$ cat src/rtl/uart_tx_frame.sv
// UART transmit framer: start, LSB-first data, optional parity, stop.
// Define UART_TX_TWO_STOP_EN for a two-cycle stop bit.
module uart_tx_frame #(
    parameter int frame_data = 8,
    parameter int bit_cnt_w  = 4
) (
    input  logic                  clk,
    input  logic                  rst,
    input  logic [frame_data-1:0] p_data,
    input  logic                  data_valid,
    input  logic                  par_en,
    input  logic                  par_typ,
    output logic                  tx_out,
    output logic                  busy
);

    typedef enum logic [2:0] {
        IDLE,
        START,
        DATA,
        PARITY,
        STOP
    } state_e;

    localparam logic [bit_cnt_w-1:0] LAST_CNT = bit_cnt_w'(frame_data - 1);

    state_e                  state_q, state_d;
    logic [bit_cnt_w-1:0]    cnt_q, cnt_d;
    logic [frame_data-1:0]   data_q, data_d;
    logic                    par_q, par_d;
    logic                    pen_q, pen_d;
    logic                    tx_q, tx_d;
    logic                    busy_q, busy_d;
    logic                    last_stop;
    logic                    accept;
    logic                    bit_sel;

`ifdef UART_TX_TWO_STOP_EN
    // Set during the second stop cycle; only then may a new byte be taken.
    logic stop2_q, stop2_d;

    assign last_stop = (state_q == STOP) && stop2_q;
    assign stop2_d   = (state_q == STOP) && (state_d == STOP);

    always_ff @(posedge clk or negedge rst) begin
        if (!rst) begin
            stop2_q <= 1'b0;
        end else begin
            stop2_q <= stop2_d;
        end
    end
`else
    assign last_stop = (state_q == STOP);
`endif

    assign accept = data_valid && ((state_q == IDLE) || last_stop);

    always_comb begin
        state_d = state_q;
        cnt_d   = cnt_q;
        data_d  = data_q;
        par_d   = par_q;
        pen_d   = pen_q;
        if (accept) begin
            state_d = START;
            cnt_d   = '0;
            data_d  = p_data;
            pen_d   = par_en;
            par_d   = par_typ ? ~^p_data : ^p_data;
        end else begin
            case (state_q)
                IDLE: begin
                    state_d = IDLE;
                end
                START: begin
                    state_d = DATA;
                    cnt_d   = '0;
                end
                DATA: begin
                    if (cnt_q == LAST_CNT) begin
                        state_d = pen_q ? PARITY : STOP;
                    end else begin
                        cnt_d = cnt_q + bit_cnt_w'(1);
                    end
                end
                PARITY: begin
                    state_d = STOP;
                end
                STOP: begin
`ifdef UART_TX_TWO_STOP_EN
                    state_d = stop2_q ? IDLE : STOP;
`else
                    state_d = IDLE;
`endif
                end
                default: begin
                    state_d = IDLE;
                end
            endcase
        end
    end

    // Data bit for the next cycle, selected by the next counter value.
    always_comb begin
        bit_sel = 1'b0;
        for (int i = 0; i < frame_data; i++) begin
            if (cnt_d == bit_cnt_w'(i)) begin
                bit_sel = data_d[i];
            end
        end
    end

    always_comb begin
        tx_d   = 1'b1;
        busy_d = (state_d != IDLE);
        case (state_d)
            START:   tx_d = 1'b0;
            DATA:    tx_d = bit_sel;
            PARITY:  tx_d = par_d;
            default: tx_d = 1'b1;
        endcase
    end

    always_ff @(posedge clk or negedge rst) begin
        if (!rst) begin
            state_q <= IDLE;
            cnt_q   <= '0;
            data_q  <= '0;
            par_q   <= 1'b0;
            pen_q   <= 1'b0;
            tx_q    <= 1'b1;
            busy_q  <= 1'b0;
        end else begin
            state_q <= state_d;
            cnt_q   <= cnt_d;
            data_q  <= data_d;
            par_q   <= par_d;
            pen_q   <= pen_d;
            tx_q    <= tx_d;
            busy_q  <= busy_d;
        end
    end

    assign tx_out = tx_q;
    assign busy   = busy_q;

endmodule

$ cat config.mk
export PLATFORM = sky130hd
export DESIGN_NAME = uart_tx_frame
export DESIGN_NICKNAME = d
export VERILOG_FILES = /design/src/rtl/uart_tx_frame.sv
export SDC_FILE = /design/constraint.sdc
export NUM_CORES = 1
export LEC_CHECK = 0
export BUFFER_PORTS_ARGS = -buffer_cell sky130_fd_sc_hd__buf_2
export CAP_MARGIN = 40
export CORE_MARGIN = 5
export CORE_UTILIZATION = 41
export CTS_BUF_LIST = sky130_fd_sc_hd__clkbuf_8
export CTS_CLUSTER_DIAMETER = 200
export CTS_CLUSTER_SIZE = 28
export DETAILED_ROUTE_END_ITERATION = 8
export HOLD_SLACK_MARGIN = 0.06
export PLACE_DENSITY = 0.64
export SLEW_MARGIN = 20
export SYNTH_ARGS = -nofsm -noshare
export SYNTH_HDL_FRONTEND = slang
export SYNTH_SLANG_ARGS = --single-unit
$ cat constraint.sdc
create_clock -name clk -period 4.5 [get_ports clk]
set_clock_uncertainty 0.05 [all_clocks]
set_input_delay 0.225 -clock clk [delete_from_list [all_inputs] [get_ports clk]]
set_output_delay 0.225 -clock clk [all_outputs]
set_load 0.02 [all_outputs]
; ---- Yosys cells after proc, flatten, opt, wreduce, memory -nomap -nowiden
; Index checks and enable logic that the tools add are counted.
[word_totals]
mem_bits_rw = 0
latchBits = 0
romBits = 0
memories = 0
elab_cells = 49
regBits = 19
in_bits = 13
[op_classes]
div_mod_pow = 0
multipliers = 0
n_addsub = 1
muxes = 19
reduce_logical = 7
n_lt_le_gt_ge = 0
n_eq_ne = 15
n_shift = 0
bitwise = 0
[ops]
columns = cell, n
row1 = $eq A4 B3 Y1 const B, 5
row2 = $eq A3 B2 Y1 const B, 4
row3 = $mux W1, 10
row4 = $mux W3, 3
row5 = $pmux W3 S3, 1
row6 = $eq A4 B2 Y1 const B, 2
row7 = $mux W4, 2
row8 = $mux W8, 1
row9 = $pmux W4 S2, 1
row10 = $reduce_xnor A8 Y1, 1
row11 = $reduce_xor A8 Y1, 1
row12 = $eq A3 B1 Y1 const B, 2
row13 = $add A4 B1 Y4 const B, 1
row14 = $eq A4 B1 Y1 const B, 1
row15 = $logic_not A4 Y1, 1
row16 = $eq A3 B3 Y1 const B, 1
row17 = $logic_not A3 Y1, 1
row18 = $pmux W1 S3, 1
row19 = $reduce_bool A3 Y1, 1
row20 = $logic_and A1 B1 Y1, 1
row21 = $logic_or A1 B1 Y1, 1

; ---- Longest topological paths before layout
; Gate-level depths: netlist of the first run.
[depth]
depth_word = 14
mapped_depth = 7
ltp_nobuf = 7

; ---- Worst setup path after synthesis of the first run
; Ideal clock, no wire load.
[synth_timing]
kind = register -> register
startpoint = register cnt_q[0]
endpoint = register tx_q, in the netlist tx_out
setup_time_ns = 0.097
arrival_time_ns = 2.038
stages_incl_launch_ff = 7
setup_slack_ns = 2.315
period_less_slack_ns = 2.185
cell_sequence = dfrtp_1 > ha_1 > and3b_2 > a221o_1 > a32o_2 > o211a_1 > o41ai_2
[synth_between]
elab_chain_len = 14
[synth_lines]
columns = item, line_no
row1 = "start, declared", 28  ; logic [bit_cnt_w-1:0] cnt_q, cnt_d;
row2 = "start signal, assigned", 135  ; cnt_q <= cnt_d;
row3 = $add A4 B1 Y4 / $eq A4 B3 Y1 (equally long branches), "83, 80"
row4 = $mux W4 *, 80  ; if (cnt_q == LAST_CNT) begin
row5 = $pmux W4 S2 *, 71  ; case (state_q)
row6 = $mux W4 *, 64  ; if (accept) begin
row7 = via cnt_d[1], 28
row8 = $logic_not A4 Y1, 107  ; if (cnt_d == bit_cnt_w'(i)) begin
row9 = $mux W1 (7 in a row), 107
row10 = $mux W1 *, 107
row11 = $pmux W1 S3 *, 116  ; case (state_d)
row12 = via tx_d, 32  ; logic tx_q, tx_d;
row13 = "end signal, assigned", 139  ; tx_q <= tx_d;
row14 = "end, declared", 32
; The timed path passes the listed nets; every way through them passes the cells marked *.
; A chain may end at the register's enable or synchronous reset.

; ---- Final worst setup path of the first run
; Ends and elaborated chain as after synthesis.

==> out/results.ini, run 1 <==
[outcome]
status=completed

[cells_and_area]
syn_to_final_growth_pct=15.08
diodes=0
fin_cells=140
layout.nets=125
fillers=232
drive_gt1_share_pct=32.73

[cts]
ctsResizeCount=0
post_cts_buffers=0
cts_buffers=3
cts_tree=done
clk_latency_ns=0.25
htreeDepth=1
cts.sinks=19
path_clk_slew_ns=0.07
clockRootBuffer=clkbuf_8
cts_buffer_depth=2

[pwr]
p_clk_share_pct=15.2
p_int_w=0.0004794
ir_worst_vdd_uv=378.5
power_frac_comb_pct=46.2
p_sw_share_pct=36.66
leakage_nw=0.5411
power.density_mw_per_mm2=634.1
power_frac_seq_pct=38.5
power_switching_w=0.0002775

[flow_run]
max-cap-violations=0

[die]
coreArea_mm2=0.002455
fp.dieH_um=60.30
die_w_um=60.30
num_io_pins=15
dieArea_mm2=0.003635
start_util_pct=42.25
rows=18

[sta]
fin_crit_ns=2.316
max_freq_ghz=0.4318
timing.final.hold_violations=0
tightestPinTransition_ns=0.4617
slew_viol_final=0
setup_violations=0
finalSetupTns_ns=0
rsz0062_at_grt=false
finalCritPeriodShare_pct=51.46
whs_ns=0.1065
slew_headroom_pct=69.22

[placement]
dp_cells=135
port_buffers=14
dp_hpwl_mm=1.538
gp_congestion=0.8330

[worst_setup_path]
cp_cell_sequence=ha_1 -> and3b_2 -> a221o_1 -> a32o_2 -> o211a_1 -> o41ai_2
worstPathArrival_ns=2.42
path_class=reg -> reg
cp-start-kind=flop
critical-path-slowest-cell=dfrtp_1
crit_path_max_fanout=5
crit_buf_inv=0
end_kind=flop
cpPeakStageDelay_ns=0.44
crit_family=compound AO/OA/AOI/OAI gates
required_ns=4.61

[route]
first_pass_iters=4
detail_route.wl_per_cell_um=14.78
routed-via-count=740
routed_via_density=5.286
antenna_left=0
drc=0
detail_route.iter0.violations=28
drt_wl_total_mm=2.069

[synth]
yosys-mux-area-fraction_pct=10.74
ys.warnings.count=0
synth_top_family_by_area=simple AND/OR/NAND/NOR gates
synth-simple-area-share_pct=18.82
synth_cell_types=36
syn-num-nets=105
synth-compound-area-share_pct=14.84
synthCells=91
ys_seq_elements=19
synthAdderAreaFrac_pct=1.206
syn_avg_cell_area_um2=11.40
ys_seq_area_share_pct=45.96
synth_xor_xnor_area_share_pct=6.755
syn_area_mm2=0.001037

[global_routing]
grtUsageTotal_pct=13.37
grt_max_degree=20
grt_pass1_vias=786
grt_overflow_total=0
grt_first_pass_wirelength_mm=3.525
antenna_found_initial=0

[min_path]
hp-class=in -> reg

-- cells by family (layout without fill, tap and decap cells) --
family          count (synthesis)  in the layout
simple gates                   32             32
compound gates                 19             19
fa+ha+maj                       1              1
flops                          19             19
xor+xnor                        8              8
mux                            10             10
buf+inv                         2             21
-- flip-flops by register name (all words and copies together) (netlist names) --
signal	count
busy	1
cnt_q	4
data_q	8
par_q	1
pen_q	1
state_q	3
tx_out	1
-- power by group through the flow --
stage                     clock network, W  registers, W  logic (W)
final                             0.000115      0.000292   0.000350
after global routing              0.000128      0.000303   0.000393
after CTS                         0.000122      0.000293   0.000356
after detailed placement                 0      0.000296   0.000352
after global placement                   0      0.000292   0.000349
after floorplan                          0      0.000295   0.000275
-- repair_timing --
action	4_1_cts	5_1_grt
endpoints found under the setup margin	0	0
endpoints found under the hold margin	18	0
hold buffers	1	0
-- cells in the mapped netlist (all sizes together) --
cell | number | area, µm²
mux2i | 1 | 10.01
nand2b | 1 | 6.260
nor3 | 4 | 31.28
o21a | 1 | 7.510
nand3 | 2 | 10.01
mux2 | 9 | 101.4
a21oi | 4 | 20.02
or3b | 1 | 11.26
xor2 | 1 | 8.760
a21o | 1 | 7.510
nor2 | 9 | 50.05
or2b | 1 | 7.510
a32o | 1 | 11.26
o41ai | 1 | 16.27
inv | 1 | 3.750
a31oi | 1 | 6.260
and3b | 1 | 10.01
nand3b | 1 | 7.510
o21ba | 1 | 10.01
xnor2 | 7 | 61.31
and2 | 1 | 6.260
clkbuf | 1 | 13.76
dfrtp | 18 | 450.4
or3 | 1 | 6.260
o211ai | 1 | 7.510
o221a | 1 | 20.02
dfstp | 1 | 26.28
ha | 1 | 12.51
nand2 | 7 | 26.28
nor3b | 3 | 22.52
o211a | 1 | 10.01
o21ai | 4 | 20.02
a221o | 1 | 10.01
a211oi | 1 | 7.510
-- worst reg2reg max path, delay by kind of cell (launching register included) --
family | cells | cell delay, ns
simple gates | 1 | 0.27
flops | 1 | 0.44
compound gates | 4 | 1.19
fa+ha+maj | 1 | 0.26
-- per-stage QoR --
stage | power, W | utilization (%) | cell area, µm² | setup slack [ns]
2_1_floorplan | 0.0005697 | - | 1037 | 2.315
3_3_place_gp | 0.0006406 | 46.38 | 1139 | 2.252
3_5_place_dp | 0.0006477 | 46.38 | 1139 | 2.209
4_1_cts | 0.0007710 | 48.62 | 1194 | 2.168
5_1_grt | 0.0008233 | 48.62 | 1194 | 2.076
6_report | 0.0007568 | 48.62 | 1194 | 2.184
-- worst paths after layout --
| check | startpoint | endpoint | slack, ns | depth (start not counted) |
|---|---|---|---|---|
| max | cnt_q[0] | tx_out | 2.18 | 6 |
| min | par_en | pen_q | 0.11 | 3 |
| max reg2reg | cnt_q[0] | tx_out | 2.18 | 6 |
| min reg2reg | data_q[3] | data_q[3] | 0.45 | 1 |
| max in group asynchronous | rst | tx_out | 3.65 | 2 |
| min in group asynchronous | rst | busy | 0.40 | 2 |
-- layout make-up --
cell class | instances | area, µm² | share of cell area, %
clock inverter | 1 | 3.754 | 0.3145
inverter | 1 | 3.754 | 0.3145
timing repair buffer | 16 | 87.58 | 7.338
clock buffer | 3 | 41.29 | 3.459
sequential | 19 | 476.7 | 39.94
multi-input combinational | 70 | 543.0 | 45.49
tap | 30 | 37.54 | 3.145
-- placed cells by master (no fill, tap or decap), drive strengths merged, types with 2 or more instances in the layout --
| cell type | netlist | layout |
|---|---|---|
| inv | 1 | 2 |
| dfrtp | 18 | 18 |
| o21ai | 4 | 4 |
| a21oi | 4 | 4 |
| xnor2 | 7 | 7 |
| clkbuf | 1 | 3 |
| mux2 | 9 | 9 |
| nor2 | 9 | 9 |
| nor3b | 3 | 3 |
| buf | 0 | 15 |
| nor3 | 4 | 4 |
| nand2 | 7 | 7 |
| nand3 | 2 | 2 |
-- metal layers --
metal / GRT usage (%) / share of wire [%] / wire length (µm) / vias to the layer above
met3: 2.592 / 4.4 / 92 / 2
li1: - / - / - / 368
met5: 0 / 0 / 0 / -
met2: 22.53 / 51 / 1048 / 14
met1: 16.47 / 44 / 912 / 356
met4: 5.696 / 0.72 / 15 / 0
No activity file was read; power rests on OpenSTA's default activity.
==> inputs of run 2 (changes only) <==
Settings changed: ABC_AREA set to 1, PLACE_DENSITY 0.64 to 0.66.
Clock period 4.5 ns to 2.1 ns, I/O delays scaled along.
==> out/results.ini, run 2 <==
[worst_setup_path]
rr_startpoint=cnt_q[0]
r2r_cells=11
crit_path_max_fanout=6
crit_family=simple AND/OR/NAND/NOR gates
worstPathArrival_ns=1.89
critical-path-slowest-cell=dfrtp_1
cp_cell_sequence=ha_1 -> nand2_1 -> nor2_1 -> nor2_2 -> nand2_1 -> o21ai_1 -> o21ai_1 -> nor2_1 -> nor2_1 -> nand3_2 -> nand2_2
r2r_setup_slack_ns=0.35
required_ns=2.24
crit_top_cell=nor2_1
path_class=reg -> reg
cp-start-kind=flop
end_kind=flop
cpPeakStageDelay_ns=0.45
regToRegEndpoint=tx_out
crit_buf_inv=0

[synth]
synth.top_cell.area_share_pct=38.88
synth_cell_types=25
post-synth-top-count-cell=nand2_1
syn_area_mm2=0.001159
yosys_most_used_dff=dfrtp_1
yosys-top-cells-count=53 x nand2_1, 18 x dfrtp_1, 16 x inv_1, 15 x nand3_1, 10 x nor2_1
yosys.area.top_type=dfrtp_1
ys_seq_elements=19
ys_seq_area_share_pct=41.14
ys.warnings.count=0
synth-edff-count=0
synthTopCellsByArea=dfrtp_1 39%, nand2_1 17%, nand3_1 6.5%
async_flop_share_pct=100.0
syn-num-nets=168
syn_avg_cell_area_um2=7.523
synthCells=154

[global_routing]
grt_max_degree=20
grt_first_pass_wirelength_mm=4.084
grt_overflow_total=0
grt_pass1_vias=953
antenna_found_initial=0
grtUsageTotal_pct=12.62

[cts]
htreeDepth=1
cts_buffers=3
ctsResizeCount=0
cts.sinks=19
cts_buffer_depth=2
path_clk_slew_ns=0.07
clk_latency_ns=0.26
clockRootBuffer=clkbuf_8
cts_tree=done

[sta]
setup_violations=0
fin_crit_ns=1.746
slew_headroom_pct=70.58
layout_setup_ws_ns=0.3536
finalSetupTns_ns=0
max_freq_ghz=0.5726
timing.final.hold_violations=0
rsz0062_at_grt=false
tightestPinTransition_ns=0.4413
slew_viol_final=0
finalCritPeriodShare_pct=83.16

[die]
dieArea_mm2=0.003989
num_io_pins=15
fp.dieH_um=63.16
rows=19
start_util_pct=42.38
die_w_um=63.16
coreArea_mm2=0.002734

[cells_and_area]
layout.nets=187
reg_top3=data_q x8, cnt_q x4, state_q x3
drive_gt1_share_pct=23.26
diodes=0
largest_reg_flops=8
top_register=data_q
mostFrequentLayoutCells=53 x nand2_1, 18 x dfrtp_1, 17 x inv_1
multi_input_area_um2=574.3
final_core_util_pct=47.92
syn_to_final_growth_pct=13.07
final_area_mm2=0.001310
final_common_cell=nand2_1
seq_area_um2=476.7
fillers=280

[route]
antenna_left=0
detail_route.iter0.violations=45
routed-via-count=966
routed_via_density=4.759
drt_wl_total_mm=2.291
first_pass_iters=4
drc=0
detail_route.wl_per_cell_um=11.29

[flow_run]
max-cap-violations=0

[pwr]
power.density_mw_per_mm2=1549
ir_worst_vdd_uv=884.0
power_w=0.002029
leakage_nw=0.7085

[placement]
port_buffers=14
place_ws_ns=0.3554
dp_hpwl_mm=1.859
placed_cell_area_mm2=0.001245
gp_congestion=0.8042

[min_path]
hp-class=in -> reg
hold_depth=3
min_to=data_q[7]
worstHoldStart=p_data[7]

[outcome]
status=completed

-- run 2: power by group --
part	internal (W)	total, W	switching [W]
Clock	0.000130	0.000249	0.000119
Combinational	0.000397	0.00115	0.000751
Sequential	0.000545	0.000632	0.0000867
-- run 2: worst max path at each step --
stage,end,startpoint,cells past startpoint
floorplan,tx_out,cnt_q[0],11
global placement,tx_out,cnt_q[0],11
detailed placement,tx_out,cnt_q[0],11
CTS,tx_out,cnt_q[0],11
global route,tx_out,cnt_q[0],11
finish,tx_out,cnt_q[0],11
-- run 2: per-layer routing --
layer  routed length [µm]  part of all wire [%]  track usage (%)  vias up
li1                     -                     -                -      518
met1                 1006                    44            14.95      430
met2                 1159                    51            20.90       14
met3                   92                   4.0            4.618        4
met4                   33                   1.4            4.244        0
met5                    0                     0                0        -
-- run 2: final cells by class --
| cell class | count | share of cell area, % |
|---|---|---|
| inverter | 22 | 6.495 |
| tap | 31 | 2.961 |
| clock buffer | 3 | 3.152 |
| clock inverter | 1 | 0.2865 |
| multi-input combinational | 111 | 43.84 |
| timing repair buffer | 16 | 6.877 |
| sequential | 19 | 36.39 |
-- run 2: cells by family after synthesis --
group	Yosys count	share of synthesized area, %
and+or+nand+nor	92	37.37
buffers and inverters	24	9.288
DFF	19	41.14
AOI/OAI and AO/OA	13	7.343
xor gates and xnor gates	5	3.780
adders and majority gates	1	1.080
-- run 2: repair_timing --
action,CTS,global route
hold buffers,2,0
endpoints found under the hold margin,20,0
setup buffers,0,0
-- run 2: metrics by stage --
step                hold slack (ns)  std cells
global placement            0.01326        197
detailed placement          0.01541        197
CTS                         0.06578        203
global route                0.07837        203
finish                      0.06588        203
floorplan                   -0.2406        154
-- run 2: worst register-to-register path, cell delays in order, from the launching register on --
cell and delay, ns:
dfrtp_1 0.45, ha_1 0.25, nand2_1 0.09, nor2_1 0.06, nor2_2 0.19, nand2_1 0.07
o21ai_1 0.11, o21ai_1 0.08, nor2_1 0.14, nor2_1 0.08, nand3_2 0.08, nand2_2 0.04
==> inputs of run 3 (changes only) <==
Clock period 2.1 ns to 1.6 ns, I/O delays scaled along.
==> out/results.ini, run 3 (synthesis gave the netlist of run 2 again) <==
[outcome]
status=complete, but fails checks
violations=negative setup slack

[sta]
slew_headroom_pct=71.40
finalCritPeriodShare_pct=100.5
finalSetupTns_ns=-0.007702
setup_violations=1
slew_viol_final=0
max_freq_ghz=0.6220
timing.final.hold_violations=0
rsz0062_at_grt=true
layout_setup_ws_ns=-0.007702
whs_ns=0.06424
tightestPinTransition_ns=0.4290
fin_crit_ns=1.608

[die]
start_util_pct=42.38
coreArea_mm2=0.002734
dieArea_mm2=0.003989
fp.dieH_um=63.16
num_io_pins=15
die_w_um=63.16
rows=19

[worst_setup_path]
critPathCapture=tx_out
r2r_cells=11
required_ns=1.75
crit_start=cnt_q[1]
cp-start-kind=flop
crit_path_max_fanout=3
r2r_setup_slack_ns=-0.008
path_class=reg -> reg
cp_cell_sequence=ha_4 -> nand2_4 -> nor2_4 -> nor2_4 -> buf_4 -> o21ai_4 -> nand3_1 -> nand2_1 -> nand2_1 -> nand3_2 -> nand2_2
regToRegEndpoint=tx_out
end_kind=flop
worstPathArrival_ns=1.76
critical-path-slowest-cell=dfrtp_1
rr_startpoint=cnt_q[1]
cpPeakStageDelay_ns=0.41

[route]
detail_route.iter0.violations=50
drc=0
first_pass_iters=5
routed_via_density=5.028
detail_route.wl_per_cell_um=12.16
antenna_left=0
routed-via-count=1091
drt_wl_total_mm=2.638

[pwr]
power_switching_w=0.001477
leakage_nw=0.7840
p_sw_share_pct=47.71
power_frac_seq_pct=27.6
p_clk_share_pct=11.5
power.density_mw_per_mm2=2030
ir_worst_vdd_uv=1086
p_int_w=0.001619
power_frac_comb_pct=60.9

[global_routing]
grt_overflow_total=0
grt_pass1_vias=1036
grt_first_pass_wirelength_mm=4.547
antenna_found_initial=0
grtUsageTotal_pct=13.87
grt_max_degree=20

[placement]
gp_congestion=0.9122
dp_hpwl_mm=1.808
port_buffers=14

[cts]
clk_latency_ns=0.26
cts.sinks=19
cts_buffers=3
htreeDepth=1
cts_tree=done
cts_buffer_depth=2
clockRootBuffer=clkbuf_8
path_clk_slew_ns=0.08

[min_path]
hp-class=in -> reg

[cells_and_area]
layout.nets=201
diodes=0
reg_top3=data_q x8, cnt_q x4, state_q x3
mostFrequentLayoutCells=50 x nand2_1, 17 x dfrtp_1, 14 x inv_1, 14 x buf_2, 13 x nand3_1
syn_to_final_growth_pct=31.64
drive_gt1_share_pct=33.33
top_register=data_q
final_common_cell=nand2_1
largest_reg_flops=8

[flow_run]
max-cap-violations=0

==> run 3: cell types whose count changed in the layout (fill, tap and decap cells not counted), moves of 3 or more <==
| cell | previous run | this run |
|---|---|---|
| nand2_1 | 53 | 50 |
| inv_1 | 17 | 14 |
| nor2_4 | 0 | 3 |
| dlygate4sd3_1 | 2 | 7 |
| buf_4 | 0 | 9 |
| nand3_4 | 1 | 4 |
==> run 3: worst min path at each step <==
stage               from         to  slack (ns)  depth (start not counted)
2_1_floorplan        rst       busy       -0.27                          0
3_3_place_gp         rst      par_q       -0.01                          1
3_5_place_dp         rst      pen_q      -0.007                          1
4_1_cts        p_data[5]  data_q[5]        0.07                          3
5_1_grt        p_data[2]  data_q[2]        0.07                          3
6_report       p_data[2]  data_q[2]        0.06                          3
==> run 3: what timing repair did <==
action,CTS,global route
hold buffers,7,0
endpoints found under the setup margin,1,1
gates resized for setup,4,18
pin swaps,2,6
buffers inserted,2,3
hold endpoints to repair,25,0
==> run 3: critical path: cells and delay by family (launching register included) <==
| family | cells | cell delay, ns |
|---|---|---|
| AND/OR/NAND/NOR | 8 | 0.62 |
| flip-flops | 1 | 0.41 |
| adder cells (fa/ha/maj) | 1 | 0.19 |
| AO/OA/AOI/OAI | 1 | 0.14 |
| buffers and inverters | 1 | 0.13 |
==> run 3: per-stage QoR <==
stage          instances  util [%]  instance area [µm²]  worst slack [ns]  total power [W]
3_3_place_gp         201     46.64                 1275          -0.03502         0.002350
2_1_floorplan        154         -                 1159           0.06398         0.002071
4_1_cts              214     52.22                 1428         0.0008078         0.002835
3_5_place_dp         201     46.64                 1275          -0.05884         0.002386
5_1_grt              217     55.79                 1525           -0.1007         0.003373
6_report             217     55.79                 1525         -0.007702         0.003096
==> run 3: power groups by stage <==
stage                     Clock [W]  Sequential (W)  Combinational [W]
final                      0.000355        0.000854            0.00189
after global routing       0.000389        0.000874            0.00211
after CTS                  0.000362        0.000820            0.00165
after detailed placement          0        0.000824            0.00156
after floorplan                   0        0.000848            0.00122
after global placement            0        0.000815            0.00153
==> run 3: per-layer routing <==
| layer | vias up | GRT usage [%] | part of all wire (%) |
|---|---|---|---|
| met5 | - | 0 | 0 |
| met4 | 0 | 4.775 | 1.6 |
| met3 | 6 | 3.020 | 3.4 |
| met2 | 25 | 23.59 | 52 |
| met1 | 518 | 17.15 | 43 |
| li1 | 542 | - | - |
==> run 3: area by class of cell <==
| cell class | instances | area (µm²) |
|---|---|---|
| fill | 244 | 1209 |
| inverter | 22 | 87.58 |
| timing repair buffer | 30 | 207.7 |
| multi-input combinational | 111 | 664.4 |
| clock buffer | 3 | 41.29 |
| tap | 31 | 38.79 |
| clock inverter | 1 | 7.507 |
| sequential | 19 | 478.0 |
